## src/rtl/ifetch_unit_pkg.sv

```systemverilog
// Shared fetch-path definitions: widths, state encoding and the buffered entry format
// used by the fetch controller, its buffer and the decode handoff.
package ifetch_unit_pkg;

  localparam int XLEN = 32;
  localparam int ILEN = 32;
  localparam logic [ILEN-1:0] INSN_NOP = 32'h0000_0013;

  typedef enum logic [1:0] {
    FETCH_REQ  = 2'd0,
    FETCH_WAIT = 2'd1,
    FETCH_KILL = 2'd2
  } fetch_state_e;

  typedef struct packed {
    logic [XLEN-1:0] pc;
    logic [ILEN-1:0] instr;
    logic            fault;
  } fetch_entry_t;

  // Fetch addresses are always word aligned; low bits of a redirect target are dropped.
  function automatic logic [XLEN-1:0] align_word(input logic [XLEN-1:0] addr);
    return {addr[XLEN-1:2], 2'b00};
  endfunction

endpackage

```

## src/rtl/ifetch_unit_if.sv

```systemverilog
// Instruction-memory request/response port plus the fetch-to-decode handoff.
// master = fetch unit side, slave = memory/decode side.
interface ifetch_unit_if;
  import ifetch_unit_pkg::*;

  logic            imem_req_valid;
  logic            imem_req_ready;
  logic [XLEN-1:0] imem_req_addr;
  logic            imem_rsp_valid;
  logic [ILEN-1:0] imem_rsp_data;
  logic            imem_rsp_err;

  logic            if_valid;
  logic            if_ready;
  logic [XLEN-1:0] if_pc;
  logic [ILEN-1:0] if_instr;
  logic            if_fault;

  modport master (
    output imem_req_valid, imem_req_addr,
    input  imem_req_ready,
    input  imem_rsp_valid, imem_rsp_data, imem_rsp_err,
    output if_valid, if_pc, if_instr, if_fault,
    input  if_ready
  );

  modport slave (
    input  imem_req_valid, imem_req_addr,
    output imem_req_ready,
    output imem_rsp_valid, imem_rsp_data, imem_rsp_err,
    input  if_valid, if_pc, if_instr, if_fault,
    output if_ready
  );

endinterface

```

## src/rtl/ifetch_unit_fifo.sv

```systemverilog
// Synchronous fetch buffer: registered storage, head visible one cycle after push,
// simultaneous push/pop keeps the count, flush empties it in one cycle.
module fetch_fifo
  import ifetch_unit_pkg::*;
#(
  parameter  int DEPTH = 2,
  localparam int AW    = $clog2(DEPTH),
  localparam int CW    = AW + 1
) (
  input  logic         clk,
  input  logic         reset,
  input  logic         i_push,
  input  fetch_entry_t i_data,
  input  logic         i_pop,
  input  logic         i_flush,
  output fetch_entry_t o_head,
  output logic [CW-1:0] o_count,
  output logic         o_empty
);

  fetch_entry_t  r_mem [DEPTH];
  logic [AW-1:0] r_rd_ptr;
  logic [AW-1:0] r_wr_ptr;
  logic [CW-1:0] r_count;

  logic w_full;
  logic w_push;
  logic w_pop;

  assign o_empty = (r_count == '0);
  assign w_full  = (r_count == CW'(DEPTH));
  assign w_push  = i_push && !w_full;
  assign w_pop   = i_pop && !o_empty;
  assign o_count = r_count;
  assign o_head  = r_mem[r_rd_ptr];

  // NOTE: sequential state uses non-blocking assignments so every flop samples pre-edge values.
  always_ff @(posedge clk or posedge reset) begin
    if (reset) begin
      r_rd_ptr <= '0;
      r_wr_ptr <= '0;
      r_count  <= '0;
    end else if (i_flush) begin
      r_rd_ptr <= '0;
      r_wr_ptr <= '0;
      r_count  <= '0;
    end else begin
      if (w_push) r_wr_ptr <= r_wr_ptr + AW'(1);
      if (w_pop)  r_rd_ptr <= r_rd_ptr + AW'(1);
      r_count <= r_count + CW'(w_push) - CW'(w_pop);
    end
  end

  // NOTE: storage is not reset; the count/pointers alone decide what is valid.
  always_ff @(posedge clk) begin
    if (w_push && !i_flush) r_mem[r_wr_ptr] <= i_data;
  end

endmodule

```

## src/rtl/ifetch_unit.sv

```systemverilog
// Fetch controller: one outstanding word read, credit-limited against the fetch buffer,
// redirect flush with stale-response kill, and next-PC selection for the pc register.
module ifetch_unit
  import ifetch_unit_pkg::*;
#(
  parameter  int FIFO_DEPTH = 2,
  localparam int CW         = $clog2(FIFO_DEPTH) + 1
) (
  input  logic            clk,
  input  logic            reset,
  input  logic [XLEN-1:0] pc_cur,
  output logic [XLEN-1:0] pc_next,
  input  logic            redirect_valid,
  input  logic [XLEN-1:0] redirect_target,
  ifetch_unit_if.master   bus
);

  fetch_state_e    r_state;
  logic [XLEN-1:0] r_req_pc;

  logic            w_outstanding;
  logic            w_credit;
  logic            w_req_valid;
  logic            w_accept;
  logic            w_push;
  logic            w_pop;
  logic            w_if_valid;
  logic            w_empty;
  logic [CW-1:0]   w_count;
  fetch_entry_t    w_push_entry;
  fetch_entry_t    w_head;

  // A request is only issued when its response is guaranteed a buffer slot.
  assign w_outstanding = (r_state != FETCH_REQ);
  assign w_credit      = (r_state == FETCH_REQ) &&
                         ((w_count + CW'(w_outstanding)) < CW'(FIFO_DEPTH));
  assign w_req_valid   = !reset && w_credit && !redirect_valid;
  assign w_accept      = w_req_valid && bus.imem_req_ready;

  assign w_push        = (r_state == FETCH_WAIT) && bus.imem_rsp_valid && !redirect_valid;
  assign w_if_valid    = !w_empty && !redirect_valid;
  assign w_pop         = w_if_valid && bus.if_ready;

  assign w_push_entry.pc    = r_req_pc;
  assign w_push_entry.instr = bus.imem_rsp_data;
  assign w_push_entry.fault = bus.imem_rsp_err;

  assign bus.imem_req_valid = w_req_valid;
  assign bus.imem_req_addr  = pc_cur;
  assign bus.if_valid       = w_if_valid;
  assign bus.if_pc          = w_head.pc;
  assign bus.if_instr       = w_head.instr;
  assign bus.if_fault       = w_head.fault;

  // NOTE: always_comb assigns a default first so no path can infer a latch.
  always_comb begin
    pc_next = pc_cur;
    if (reset) begin
      pc_next = pc_cur;
    end else if (redirect_valid) begin
      pc_next = align_word(redirect_target);
    end else if (w_accept) begin
      pc_next = pc_cur + XLEN'(4);
    end
  end

  // WAIT/KILL both leave on the response; KILL only differs in that it is discarded.
  always_ff @(posedge clk or posedge reset) begin
    if (reset) begin
      r_state  <= FETCH_REQ;
      r_req_pc <= '0;
    end else begin
      case (r_state)
        FETCH_REQ: begin
          if (w_accept) begin
            r_req_pc <= pc_cur;
            r_state  <= FETCH_WAIT;
          end
        end
        FETCH_WAIT, FETCH_KILL: begin
          if (bus.imem_rsp_valid)   r_state <= FETCH_REQ;
          else if (redirect_valid)  r_state <= FETCH_KILL;
        end
        default: r_state <= FETCH_REQ;
      endcase
    end
  end

  fetch_fifo #(.DEPTH(FIFO_DEPTH)) u_fifo (
    .clk     (clk),
    .reset   (reset),
    .i_push  (w_push),
    .i_data  (w_push_entry),
    .i_pop   (w_pop),
    .i_flush (redirect_valid),
    .o_head  (w_head),
    .o_count (w_count),
    .o_empty (w_empty)
  );

endmodule

```

## src/flat_wrapper.sv

```systemverilog
// flat-port wrapper written by rule: the top's interface ports become plain ports
module ifetch_unit_flat import ifetch_unit_pkg::*;
#(
  parameter  int FIFO_DEPTH = 2,
  localparam int CW         = $clog2(FIFO_DEPTH) + 1
)
  (clk, reset, pc_cur, pc_next, redirect_valid, redirect_target, bus_imem_req_valid, bus_imem_req_addr, bus_imem_req_ready, bus_imem_rsp_valid, bus_imem_rsp_data, bus_imem_rsp_err, bus_if_valid, bus_if_pc, bus_if_instr, bus_if_fault, bus_if_ready);
  ifetch_unit_if bus_i ();
  input  logic clk;
  input  logic reset;
  input  logic [XLEN-1:0] pc_cur;
  output logic [XLEN-1:0] pc_next;
  input  logic redirect_valid;
  input  logic [XLEN-1:0] redirect_target;
  output wire logic [$bits(bus_i.imem_req_valid)-1:0] bus_imem_req_valid;
  output wire logic [$bits(bus_i.imem_req_addr)-1:0] bus_imem_req_addr;
  input wire logic [$bits(bus_i.imem_req_ready)-1:0] bus_imem_req_ready;
  input wire logic [$bits(bus_i.imem_rsp_valid)-1:0] bus_imem_rsp_valid;
  input wire logic [$bits(bus_i.imem_rsp_data)-1:0] bus_imem_rsp_data;
  input wire logic [$bits(bus_i.imem_rsp_err)-1:0] bus_imem_rsp_err;
  output wire logic [$bits(bus_i.if_valid)-1:0] bus_if_valid;
  output wire logic [$bits(bus_i.if_pc)-1:0] bus_if_pc;
  output wire logic [$bits(bus_i.if_instr)-1:0] bus_if_instr;
  output wire logic [$bits(bus_i.if_fault)-1:0] bus_if_fault;
  input wire logic [$bits(bus_i.if_ready)-1:0] bus_if_ready;
  assign bus_imem_req_valid = bus_i.imem_req_valid;
  assign bus_imem_req_addr = bus_i.imem_req_addr;
  assign bus_i.imem_req_ready = bus_imem_req_ready;
  assign bus_i.imem_rsp_valid = bus_imem_rsp_valid;
  assign bus_i.imem_rsp_data = bus_imem_rsp_data;
  assign bus_i.imem_rsp_err = bus_imem_rsp_err;
  assign bus_if_valid = bus_i.if_valid;
  assign bus_if_pc = bus_i.if_pc;
  assign bus_if_instr = bus_i.if_instr;
  assign bus_if_fault = bus_i.if_fault;
  assign bus_i.if_ready = bus_if_ready;
  ifetch_unit #(.FIFO_DEPTH(FIFO_DEPTH)) u_core (.clk(clk), .reset(reset), .pc_cur(pc_cur), .pc_next(pc_next), .redirect_valid(redirect_valid), .redirect_target(redirect_target), .bus(bus_i));
endmodule
```

## config.mk

```make
export PLATFORM = sky130hd
export DESIGN_NAME = ifetch_unit_flat
export DESIGN_NICKNAME = d
export VERILOG_FILES = /design/src/rtl/ifetch_unit_pkg.sv /design/src/rtl/ifetch_unit_if.sv /design/src/rtl/ifetch_unit_fifo.sv /design/src/rtl/ifetch_unit.sv /design/src/flat_wrapper.sv
export SDC_FILE = /design/constraint.sdc
export NUM_CORES = 1
export LEC_CHECK = 0
export BUFFER_PORTS_ARGS = -buffer_cell sky130_fd_sc_hd__buf_4
export CORE_AREA = 2 2 125 127
export CTS_CLUSTER_SIZE = 16
export DETAILED_ROUTE_END_ITERATION = 8
export DIE_AREA = 0 0 127 129
export PLACE_DENSITY_LB_ADDON = 0.12
export SETUP_SLACK_MARGIN = 0.05
export SLEW_MARGIN = 20
export SYNTH_ARGS = -nofsm -noshare
export SYNTH_HDL_FRONTEND = slang
export SYNTH_SLANG_ARGS = --single-unit
```

## constraint.sdc

```tcl
create_clock -name clk -period 5 [get_ports clk]
set_input_delay 0.75 -clock clk [delete_from_list [all_inputs] [get_ports clk]]
set_output_delay 0.75 -clock clk [all_outputs]
set_load 0.01 [all_outputs]
```

==> flow_metrics.tcl <==
set metrics [dict create \
    outcome "completed" \
    whs_ns 0.4738 \
    synth_top_area_share_pct 51.16 \
    path_cells "buf_4, or4b_4, nor3_4, nand4_1, or4b_1, o311a_1, buf_4" \
    p_leak_nw 4.036 \
    die_area_um2 16380 \
    internal_power_w 0.002996 \
    startpoint_type "input pin" \
    cp.required_ns 4.25 \
    pwr-share-comb_pct 19.4 \
    avgRoutedWirePerCell_um 18.78 \
    synth_flop_cell "edfxtp_1" \
    seq_area_um2 4858 \
    grt_usage_pct 22.88 \
    async_flop_share_pct 22.62 \
    yosys_warnings 0 \
    cts_post_setup_buffers_inserted 0 \
    cp-end-kind "primary output" \
    firstDrtPassIters 5 \
    num_vias 5489 \
    synth_area_leaders "edfxtp_1 51%, dfrtp_1 12%, mux2_2 9.6%, nand2_1 4.8%, buf_4 3.2%" \
    port-buffer-count 231 \
    layout-drive-gt1-share_pct 42.89 \
    first_iter_violations 385 \
    coreArea_um2 14980 \
    viasPerCell 5.506 \
    synth_top_family_by_area "simple AND/OR/NAND/NOR gates" \
    root_buffer "clkbuf_16" \
    syn-cell-area_um2 7630 \
    htreeDepth 4 \
    setup_tns_ns 0 \
    clockBufferDepth 2 \
    cts_num_sinks 168 \
    slew_headroom_pct 29.89 \
    synth_edf_count 130 \
    rsz0062_at_grt "false" \
    ir_drop_mv 0.2423 \
    antenna_found_initial 0 \
    start_util_pct 50.94 \
    p_seq_share_pct 47.7 \
    synth-simple-area-share_pct 12.30 \
    crit_arrival_ns 3.06 \
    powerDensity_nw_per_um2 412.9 \
    cp_common_cell "buf_4" \
    hp-class "flop to flop" \
    ys_types 51 \
    die_h_um 129 \
    synth_xor_area_share_pct 0.4592 \
    ys_ff_latch 168 \
    p_sw_share_pct 26.85 \
    route.detailed.drc 0 \
    clk_pin_slew_ns 0.06 \
    num_antenna_cells 0 \
    worst_path_max_delay_cell "or4b_4" \
    hold_viol 0 \
    place_congestion 0.8649 \
    synth_compound_area_share_pct 7.133 \
    grt_max_degree 68 \
    max_freq_mhz 262.7 \
    fin_crit_sh_pct 76.13 \
    fillCellCount 1133 \
    synth_adder_area_share_pct 0.9839 \
    grt_pass1_wl_um 28690 \
    clock_skew_ns 0.01012 \
    cts_tree "done" \
    setup_viol 0 \
    grt_pass1_vias 5635 \
    insertion_delay_ns 0.43 \
    cts_made_buffers 17 \
    slew_violations 0 \
    yosys.area.top_type "edfxtp_1" \
    hold_buffers 0 \
    drv_cap 0 \
    syn_area_per_cell_um2 12.65 \
    die_width_um 127 \
    gr-total-overflow 0 \
    drtAntennaViolNets 0 \
    max_stage_delay_ns 0.64 \
    cts_resized 0 \
    path_class "input pin to primary output" \
    p_clk_share_pct 32.9 \
    yosysSeqAreaShare_pct 63.63 \
    worst-path-max-fanout 42 \
    synth_fp_nets 712 \
    multi_input_comb_area_um2 2352 \
    rows 45 \
    nNetsFinal 905 \
    synth_mux_area_share_pct 9.724 \
    wirelength_um 18720 \
    dp_hpwl_um 12570 \
    worst_slew_pin_slew_ns 1.049 \
    io_pins 234 \
    syn_inst 603 \
    syn_to_final_growth_pct 30.01 \
    p_switching_w 0.001100 \
    period_needed_ns 3.807 \
]
-- worst paths after layout --
kind                               startpoint                          to  slack (ns)  depth (start not counted)
max                                     reset                 pc_next[31]        1.19                          7
min in group asynchronous               reset         u_core.r_req_pc[13]        0.74                          3
max reg2reg                 u_core.r_state[1]  u_core.u_fifo.r_mem[1][53]        2.47                          6
min                        u_core.r_req_pc[1]  u_core.u_fifo.r_mem[1][34]        0.47                          0
min reg2reg                u_core.r_req_pc[1]  u_core.u_fifo.r_mem[1][34]        0.47                          0
max in group asynchronous               reset      u_core.u_fifo.r_rd_ptr        3.77                          3
-- placed cells by master, fill, tap and decap left out, types with 4 or more instances in the layout --
master | Yosys | layout
o21a_1 | 4 | 4
mux2_2 | 65 | 65
o22a_1 | 10 | 10
a2bb2oi_1 | 7 | 7
nor2b_1 | 4 | 4
buf_4 | 33 | 238
inv_1 | 14 | 13
dfrtp_1 | 38 | 37
inv_6 | 0 | 4
o21ai_0 | 4 | 4
nor3_1 | 11 | 11
nand4_1 | 14 | 14
edfxtp_1 | 130 | 130
a211oi_1 | 4 | 4
ha_1 | 6 | 6
o21ai_1 | 9 | 9
clkbuf_16 | 0 | 17
and3_1 | 4 | 4
nand3_1 | 14 | 14
nand2_1 | 97 | 96
a22oi_1 | 5 | 5
o22ai_1 | 10 | 10
or3_1 | 4 | 4
a21oi_1 | 14 | 14
nor2_1 | 33 | 31
-- per-layer routing --
layer,track usage [%],part of all wire [%]
met5,0,0
met4,10.41,2.1
met3,5.364,7.4
met2,39.53,51
met1,27.48,40
-- worst max-delay path, delay by kind of cell --
kind	cells	cell delay (ns)
buffers and inverters	2	0.40
AO/OA/AOI/OAI	1	0.12
AND/OR/NAND/NOR	4	1.77
-- cell families (layout without fill, tap and decap cells) --
logic type / count (synthesis) / count (layout)
adders and majority gates: 6 / 6
and+or+nand+nor: 200 / 200
AOI/OAI and AO/OA: 79 / 79
DFF: 168 / 168
xor gates and xnor gates: 4 / 4
buffers and inverters: 80 / 286
muxes: 66 / 66
-- cells in the mapped netlist, drive strengths merged (3+ instances only) --
cell type,n
inv,15
mux2,65
a21oi,14
buf,42
and3,4
nand2b,3
o21ai,13
a22oi,5
dfrtp,38
o22a,10
ha,6
edfxtp,130
nand2,97
nand3,15
o21a,4
o22ai,10
nor3,12
nor4,5
or4b,3
nand4,14
and2,3
a2bb2oi,7
nor2,33
or3,4
a211oi,4
nor2b,4
clkbuf,23
-- power by group through the flow --
stage	logic (W)	registers, W	clock network, W
after detailed placement	0.000797	0.00198	0
after CTS	0.000803	0.00195	0.00137
after global placement	0.000781	0.00196	0
final	0.000793	0.00195	0.00135
after global routing	0.000877	0.00198	0.00142
after floorplan	0.000493	0.00191	0
-- state kept, by name (all words and copies together) (netlist names) --
| name | flops |
|---|---|
| u_core.r_req_pc | 32 |
| u_core.r_state | 2 |
| u_core.u_fifo.o_count | 2 |
| u_core.u_fifo.r_mem | 130 |
| u_core.u_fifo.r_rd_ptr | 1 |
| u_core.u_fifo.r_wr_ptr | 1 |
-- through the flow --
step                setup slack, ns  total power, W  instances  utilization, %  area (um2)
floorplan                    0.4596        0.002401        603               -        7630
global placement              1.205        0.002742        965           62.16        9309
detailed placement            1.189        0.002781        965           62.16        9309
CTS                           1.183        0.004124        997           66.23        9920
global route                  1.023        0.004281        997           66.23        9920
finish                        1.193        0.004095        997           66.23        9920
-- final cells by class --
class / count / area share [%]
tap: 188 / 2.371
inverter: 15 / 0.5676
multi-input combinational: 355 / 23.71
clock inverter: 15 / 1.867
sequential: 168 / 48.98
clock buffer: 17 / 4.289
timing repair buffer: 239 / 18.21
Note: power is estimated with default switching activity, not from simulation.
